### config.mk
export PLATFORM = sky130hd
export DESIGN_NAME = quad_encoder
export DESIGN_NICKNAME = d
export VERILOG_FILES = /design/src/rtl/rgb_mixer_pkg.sv /design/src/rtl/quad_step_detect.sv /design/src/rtl/quad_encoder.sv
export SDC_FILE = /design/constraint.sdc
export NUM_CORES = 1
export LEC_CHECK = 0
export CORE_AREA = 10 10 72 50
export CTS_CLUSTER_DIAMETER = 100
export CTS_CLUSTER_SIZE = 10
export DETAILED_ROUTE_END_ITERATION = 7
export DIE_AREA = 0 0 82 60
export GPL_ROUTABILITY_DRIVEN = 0
export PLACE_DENSITY = 0.69
export SYNTH_ARGS = -nofsm -noshare
export SYNTH_HDL_FRONTEND = slang
export SYNTH_SLANG_ARGS = --single-unit
### constraint.sdc
create_clock -name clk -period 3.15 [get_ports clk]
set_clock_uncertainty 0.05 [all_clocks]
set_input_delay 0.63 -clock clk [delete_from_list [all_inputs] [get_ports clk]]
set_output_delay 0.63 -clock clk [all_outputs]
set_load 0.01 [all_outputs]
### src/rtl/rgb_mixer_pkg.sv
`default_nettype none
// ============================================================================
// Package     : rgb_mixer_pkg
// Description : Shared types for the rotary-encoder front end of the RGB
//               mixer: step direction constants, quadrature transition
//               classes and the decoder state enum.
// Revision    : 1.0 - initial release
// ============================================================================
package rgb_mixer_pkg;

  localparam logic DIR_FWD = 1'b1;
  localparam logic DIR_REV = 1'b0;

  // Classification of one {a,b} sample against the previous one.
  typedef enum logic [1:0] {
    NONE    = 2'd0,
    FWD     = 2'd1,
    REV     = 2'd2,
    ILLEGAL = 2'd3
  } trans_t;

  typedef enum logic {
    INIT = 1'b0,
    RUN  = 1'b1
  } state_t;

  // Position of a phase pair along the forward sequence 00,10,11,01.
  // Forward motion adds 1 (mod 4), reverse subtracts 1, and a distance
  // of 2 means both phases toggled at once.
  function automatic logic [1:0] phase_pos(input logic [1:0] i_ab);
    return {i_ab[0], i_ab[1] ^ i_ab[0]};
  endfunction

endpackage
`default_nettype wire

### src/rtl/quad_step_detect.sv
`default_nettype none
// ============================================================================
// Module      : quad_step_detect
// Description : Combinational classifier for one quadrature transition.
// Ports       : i_prev  - previous {a,b} sample
//               i_cur   - current  {a,b} sample
//               o_trans - NONE / FWD / REV / ILLEGAL
// Revision    : 1.0 - initial release
// ============================================================================
module quad_step_detect
  import rgb_mixer_pkg::*;
(
  input  logic [1:0] i_prev,
  input  logic [1:0] i_cur,
  output trans_t     o_trans
);

  logic [1:0] w_delta;

  assign w_delta = phase_pos(i_cur) - phase_pos(i_prev);

  always_comb begin
    o_trans = NONE;
    case (w_delta)
      2'd1:    o_trans = FWD;
      2'd3:    o_trans = REV;
      2'd2:    o_trans = ILLEGAL;
      default: o_trans = NONE;
    endcase
  end

endmodule
`default_nettype wire

### src/rtl/quad_encoder.sv
`default_nettype none
// ============================================================================
// Module      : quad_encoder
// Description : Quadrature rotary-encoder decoder. Classifies debounced A/B
//               transitions, accumulates detents into a wrapping or
//               saturating position value and strobes step / err.
// Ports       : clk   - system clock
//               reset - synchronous active-high reset
//               a, b  - debounced phases, synchronous to clk
//               value - accumulated position (WIDTH bits)
//               step  - one-cycle strobe per detected step
//               dir   - direction of last step (1 = forward)
//               err   - one-cycle strobe on an illegal transition
// Revision    : 1.0 - initial release
// ============================================================================
module quad_encoder
  import rgb_mixer_pkg::*;
#(
  parameter int WIDTH     = 8,
  parameter int INCREMENT = 1,
  parameter int SATURATE  = 0,
  parameter int X4        = 0
) (
  input  logic             clk,
  input  logic             reset,
  input  logic             a,
  input  logic             b,
  output logic [WIDTH-1:0] value,
  output logic             step,
  output logic             dir,
  output logic             err
);

  localparam logic [WIDTH:0] c_inc = (WIDTH+1)'(INCREMENT);
  localparam logic [WIDTH:0] c_max = {1'b0, {WIDTH{1'b1}}};

  state_t            r_state;
  logic [1:0]        r_prev;
  logic signed [2:0] r_sub;
  logic [WIDTH-1:0]  r_value;
  logic              r_step;
  logic              r_dir;
  logic              r_err;

  state_t            w_state_nxt;
  logic [1:0]        w_prev_nxt;
  logic signed [2:0] w_sub_nxt;
  logic signed [3:0] w_sub_ext;
  logic [WIDTH-1:0]  w_value_nxt;
  logic              w_step_nxt;
  logic              w_dir_nxt;
  logic              w_err_nxt;
  logic              w_take;
  logic              w_fwd;
  logic [1:0]        w_ab;
  trans_t            w_trans;
  logic [WIDTH:0]    w_up;
  logic [WIDTH:0]    w_dn;

  assign w_ab = {a, b};

  quad_step_detect u_detect (
    .i_prev  (r_prev),
    .i_cur   (w_ab),
    .o_trans (w_trans)
  );

  // One guard bit above the value: bit WIDTH flags overflow on the way up
  // and borrow (negative result) on the way down.
  assign w_up = {1'b0, r_value} + c_inc;
  assign w_dn = {1'b0, r_value} - c_inc;

  always_ff @(posedge clk) begin
    if (reset) begin
      r_state <= INIT;
      r_prev  <= 2'b00;
      r_sub   <= 3'sd0;
      r_value <= '0;
      r_step  <= 1'b0;
      r_dir   <= 1'b0;
      r_err   <= 1'b0;
    end else begin
      r_state <= w_state_nxt;
      r_prev  <= w_prev_nxt;
      r_sub   <= w_sub_nxt;
      r_value <= w_value_nxt;
      r_step  <= w_step_nxt;
      r_dir   <= w_dir_nxt;
      r_err   <= w_err_nxt;
    end
  end

  always_comb begin
    w_state_nxt = r_state;
    w_prev_nxt  = r_prev;
    w_sub_nxt   = r_sub;
    w_value_nxt = r_value;
    w_step_nxt  = 1'b0;
    w_dir_nxt   = r_dir;
    w_err_nxt   = 1'b0;
    w_take      = 1'b0;
    w_fwd       = 1'b0;
    // Sign-extended so that +4 is representable before the clear.
    w_sub_ext   = {r_sub[2], r_sub};

    case (r_state)
      INIT: begin
        w_prev_nxt  = w_ab;
        w_state_nxt = RUN;
      end
      RUN: begin
        w_prev_nxt = w_ab;
        case (w_trans)
          FWD, REV: begin
            w_fwd = (w_trans == FWD);
            if (X4 != 0) begin
              w_take = 1'b1;
            end else begin
              w_sub_ext = w_fwd ? (w_sub_ext + 4'sd1) : (w_sub_ext - 4'sd1);
              if ((w_sub_ext == 4'sd4) || (w_sub_ext == -4'sd4)) begin
                w_take    = 1'b1;
                w_sub_nxt = 3'sd0;
              end else begin
                w_sub_nxt = w_sub_ext[2:0];
              end
            end
          end
          ILLEGAL: begin
            w_err_nxt = 1'b1;
            w_sub_nxt = 3'sd0;
          end
          default: ;
        endcase
      end
      default: w_state_nxt = INIT;
    endcase

    if (w_take) begin
      w_step_nxt = 1'b1;
      w_dir_nxt  = w_fwd ? DIR_FWD : DIR_REV;
      if (w_fwd) begin
        w_value_nxt = ((SATURATE != 0) && w_up[WIDTH]) ? c_max[WIDTH-1:0]
                                                        : w_up[WIDTH-1:0];
      end else begin
        w_value_nxt = ((SATURATE != 0) && w_dn[WIDTH]) ? '0
                                                        : w_dn[WIDTH-1:0];
      end
    end
  end

  assign value = r_value;
  assign step  = r_step;
  assign dir   = r_dir;
  assign err   = r_err;

endmodule
`default_nettype wire

---- Word-level counts from Yosys, hierarchy flattened ----
Cells that the tools add are included.
storage, ports and cells
  register bits after elaboration ......... 17
  bits of input ports ..................... 4
  logic and storage cells ................. 42
cells by class
  $add $sub $neg .......................... 5
  multiplexer cells ....................... 14
  bitwise gates (word level) .............. 3
  eq/ne operators ......................... 8
  reduce and logical (&&, ||, !) cells .... 5
operators with widths
  cell                   count
  $mux W1                9
  $add A8 B1 Y8 const B  1
  $eq A2 B2 Y1 const B   4
  $mux W8                1
  $sub A8 B1 Y8 const B  1
  $pmux W2 S3            1
  $pmux W3 S2            1
  $add A3 B2 Y4 const B  1
  $eq A2 B1 Y1 const B   2
  $eq A4 B3 Y1 const B   1
  $eq A4 B4 Y1 const B   1
  $mux W4                1
  $reduce_or A2 Y1       2
  $sub A3 B2 Y4 const B  1
  $mux W3                1
  $reduce_and A2 Y1      1
  $reduce_bool A2 Y1     1
  $sub A2 B2 Y2          1
  $xor A1 B1 Y1          2
  $logic_or A1 B1 Y1     1
  $not A1 Y1             1

---- Logic depth before layout (Yosys ltp) ----
  depth after elaboration ................. 12
  mapped depth ............................ 11
  depth with buffers taken out ............ 11

---- By module ----
From an unflattened synthesis, not the netlist that was laid out.
second synthesis, totals
  cells, all modules ...................... 116
  area total of the unflattened synthesis .. 1118.6 µm²
by module, submodules not included
  module            cells an instance  times used  area an instance (µm²)
  quad_encoder      108                1           1029.7
  quad_step_detect  8                  1           88.8

---- Worst setup path before layout ----
Ideal clock, no wire load.
  path type ............................... input -> register
  start point ............................. input a
  end point ............................... register r_value[7], in the netlist value[7]
  buffers on the path ..................... 0
  library setup time ...................... 0.121 ns
  setup slack ............................. -0.036 ns
  data required time ...................... 2.979 ns
  arrival time ............................ 3.015 ns
  cell stages on the path ................. 10
  cell sequence ........................... xnor2_1 ha_1 xnor3_2 or2b_1 fa_1 xnor2_1 nand3_1 or2_1 mux2i_1 mux2_2
between the ends
  cells in the longest elaborated chain, start to end .. 11
  elaborated cells between the ends (all ways) .. 19
  those cells by class .................... add/sub: 1; eq/ne: 7; mux: 8; bitwise: 1; reduce/logical: 2
ends and longest elaborated chain
  element                                       line                                      source
  from (decl)                                   quad_encoder.sv:26                        input logic a,
  $xor A1 B1 Y1 (*)                             rgb_mixer_pkg.sv:31                       return {i_ab[0], i_ab[1] ^ i_ab[0]};
  $sub A2 B2 Y2 (*)                             quad_step_detect.sv:20                    assign w_delta = phase_pos(i_cur) - phase_pos(i_prev);
  $eq A2 B2 Y1 or $eq A2 B1 Y1 (tied branches)  quad_step_detect.sv:24                    case (w_delta)
  $pmux W2 S3 (*)                               quad_step_detect.sv:24
  $eq A2 B1 Y1                                  quad_encoder.sv:113, quad_encoder.sv:115
  $mux W4                                       quad_encoder.sv:119                       w_sub_ext = w_fwd ? (w_sub_ext + 4'sd1) : (w_sub_ext - 4'sd1);
  $eq A4 B4 Y1 or $eq A4 B3 Y1 (tied branches)  quad_encoder.sv:120                       if ((w_sub_ext == 4'sd4) || (w_sub_ext == -4'sd4)) begin
  $logic_or A1 B1 Y1                            quad_encoder.sv:120
  $mux W1                                       quad_encoder.sv:120
  $mux W1                                       quad_encoder.sv:113                       case (w_trans)
  $mux W1                                       quad_encoder.sv:106                       case (r_state)
  to (signal assigned)                          quad_encoder.sv:86                        r_value <= w_value_nxt;
  to (decl)                                     quad_encoder.sv:40                        logic [WIDTH-1:0] r_value;
Mark *: on every way between the ends. The rest lies on a longest branch, timed or not.
A chain may end at the register's enable or synchronous reset.

---- Worst setup path in the final report ----
Ends and elaborated chain as after synthesis.

==> run summary <==
Antenna Cells: 0
CP peak stage delay: 0.41 ns
Vias: 914
Total gr overflow: 0
Synth area leaders: dfxtp_1 33%, ha_1 11%, mux2i_1 5.8%
Drt pass-1 iters: 4
Clk pwr share: 23.4%
Startpoint Class: input port
Post-synthesis async set-or-reset flop share: 0%
Core footprint: 2347 sq um
Status: complete, no violations
Syn Std Cell Area: 1037 sq um
Vias in the first global route: 862
CTS tree: yes
Dpl ws: -0.6110 ns
Full die area: 4920 sq um
Worst rel slew slack: 57.00%
Top Ports: 15
Combinational share of power: 42.4%
Fmax: 0.3308 GHz
Post-route DRC: 0
Port buffer count: 14
EDFF count, synth: 0
Area share of the largest cell type after synthesis: 32.81%
Area grow syn2layout: 49.34%
Initial Util: 44.19%
Power Dens Cells: 469.6 nW/um^2
Reg2reg end: value[7]$_SDFFE_PP0P_
H-tree Lvls: 1
Ys flop type: dfxtp_1
Hold WS: 0.4304 ns
CP max FO: 3
Min cycle time layout: 3.023 ns
P_int: 493.0 uW
Cell family with most CP delay: simple AND/OR/NAND/NOR gates
Die Height: 60 um
Dpl hpwl: 1.778 mm
Critical Path End: value[7]$_SDFFE_PP0P_
Share of layout cells above drive strength 1: 33.77%
Post-synthesis register bit count: 17
Post-synthesis sequential area ratio: 32.81%
Nets@finish: 170
TritonCTS buffer count: 3
Kind of critical path: input port to register
Most frequent cells in the layout: 30 x buf_4, 17 x dfxtp_1, 12 x clkdlybuf4s50_1, 10 x nor2_1, 7 x ha_1
Yosys warnings: 0
Reg power frac: 34.2%
Cell depth of the worst setup path: 11
Final WS setup: 0.1272 ns
Source of the critical timing path: a
Clock Sink Count: 17
Final hold viol count: 0
Antenna violations before repair: 0
Via/cell ratio: 4.914
Final antenna-violating net count: 0
Cts hold-fix bufs: 0
Crit path DAT: 3.12 ns
Max-slew violation count: 0
Post-route clock period utilization: 95.96%
First-pass GRT wire length: 3.912 mm
Psw: 234.5 uW
CTS clock-pin slew for the worst setup and hold paths: 0.07 ns
Crit path cell chain: clkdlybuf4s15_1 > xnor2_1 > ha_2 > xnor3_2 > or2b_1 > fa_2 > xnor2_4 > nand3_2 > or2_1 > mux2i_1 > mux2_2
Most common library cell in the layout ignoring fill and taps: buf_4
Routed WL: 2.550 mm
R2R Setup Slk: 0.34 ns
Total GRT Usage: 10.12%
Slowest CP cell: fa_2
Chip width: 82 um
DR iter-0 viols: 40
Row count: 14
CTS Buffer Depth: 2
Sw Ratio: 32.23%
Syn nets: 123
Area leader, netlist: dfxtp_1
Worst flop-to-flop path startpoint: r_prev[0]$_SDFF_PP0_
CP required: 3.25 ns
Max-cap violations: 0
Worst VDD drop: 332.2 uV
Worst path buffer plus inverter count: 1
Post-synthesis average cell area: 9.604 sq um
Worst-Skew Late Latency: 0.26 ns
Synth unique cells: 33
Worst-margin pin slew: 0.6430 ns
Static leakage: 0.0006507 uW
Final Setup Violations: 0
Hold Crit Start: dir$_SDFFE_PP0P_
R2R depth: 10
Worst setup EP type: register
Largest net degree at the start of global routing: 18
Tightest Hold Check Type: register to register
Syn Inst Count: 108
Average wire per standard cell: 13.71 um
Clock Tree Root: clkbuf_8
[per-stage QoR]
step / TNS (ns) / utilization (%) / std cells / area (sq um) / power (uW)
floorplan: 0 / - / 108 / 1045 / 399.2
global placement: -3.349 / 58.42 / 174 / 1371 / 492.9
detailed placement: -4.387 / 58.42 / 174 / 1371 / 497.7
CTS: 0 / 63.27 / 184 / 1485 / 681.1
global route: -0.05504 / 65.99 / 186 / 1549 / 768.6
finish: 0 / 65.99 / 186 / 1549 / 727.5
[metal layers]
| layer | global-route usage (%) | vias to the layer above | share of wire, % |
|---|---|---|---|
| met5 | 0 | - | 0 |
| met2 | 14.70 | 15 | 46 |
| met4 | 2.174 | 0 | 0.55 |
| met1 | 13.48 | 426 | 48 |
| met3 | 4.341 | 5 | 5.0 |
| li1 | - | 468 | - |
[logic make-up after synthesis]
group	count (synthesis)	share of synthesized area (%)
XOR/XNOR	11	10.74
adder cells (fa/ha/maj)	11	14.72
AO/OA/AOI/OAI	23	14.96
multiplexers	7	6.876
AND/OR/NAND/NOR	34	16.65
buffers and inverters	5	3.257
flip-flops	17	32.81
[area by class of cell]
class / instances / area, sq um
flip-flops and latches: 17 / 340.3
multi-input cells: 86 / 734.5
fillers: 182 / 798.3
repair buffers: 45 / 380.4
well taps: 32 / 40.04
clock buffers: 3 / 41.29
clock inverters: 1 / 5.005
inverters: 2 / 7.507
[timing repair]
action,CTS,global route
pin swaps,5,8
buffers inserted,6,2
cloned,0,0
endpoints found under the setup margin,8,8
resized for setup,6,12
[state kept, by name, summed over array words and instances, names as in the netlist]
signal	flops
value	8
r_sub	3
r_prev	2
dir	1
err	1
r_state	1
step	1
[worst register-to-register path, cell delays in order (launching register included)]
cell and delay [ns]:
dfxtp_1 0.33, xor2_1 0.16, ha_2 0.17, xnor3_2 0.26, or2b_1 0.27, fa_2 0.41, xnor2_4 0.21, nand3_2 0.10
or2_1 0.24, mux2i_1 0.16, mux2_2 0.35
[power groups by stage]
stage	Combinational [uW]	Sequential [uW]	Clock (uW)
final	309	249	170
after global routing	338	251	180
after CTS	266	245	171
after detailed placement	248	249	0
after global placement	243	249	0
after floorplan	151	248	0
[synth_stat cells (3+ instances only)]
master / count
nor2b_1: 4
a211oi_1: 4
a21oi_1: 6
dfxtp_1: 17
o21ai_0: 3
xnor2_1: 6
mux2i_1: 6
xor2_1: 4
ha_1: 9
nand2_1: 7
nor2_1: 11
[how the worst min path moves through the flow]
stage          cells past startpoint  slack, ns                to
2_1_floorplan                      2       0.41    err$_SDFF_PP0_
3_3_place_gp                       2       0.41  dir$_SDFFE_PP0P_
3_5_place_dp                       2       0.42  dir$_SDFFE_PP0P_
4_1_cts                            2       0.43  dir$_SDFFE_PP0P_
5_1_grt                            2       0.44  dir$_SDFFE_PP0P_
6_report                           2       0.43  dir$_SDFFE_PP0P_
Power figures use the tool's default switching activity.
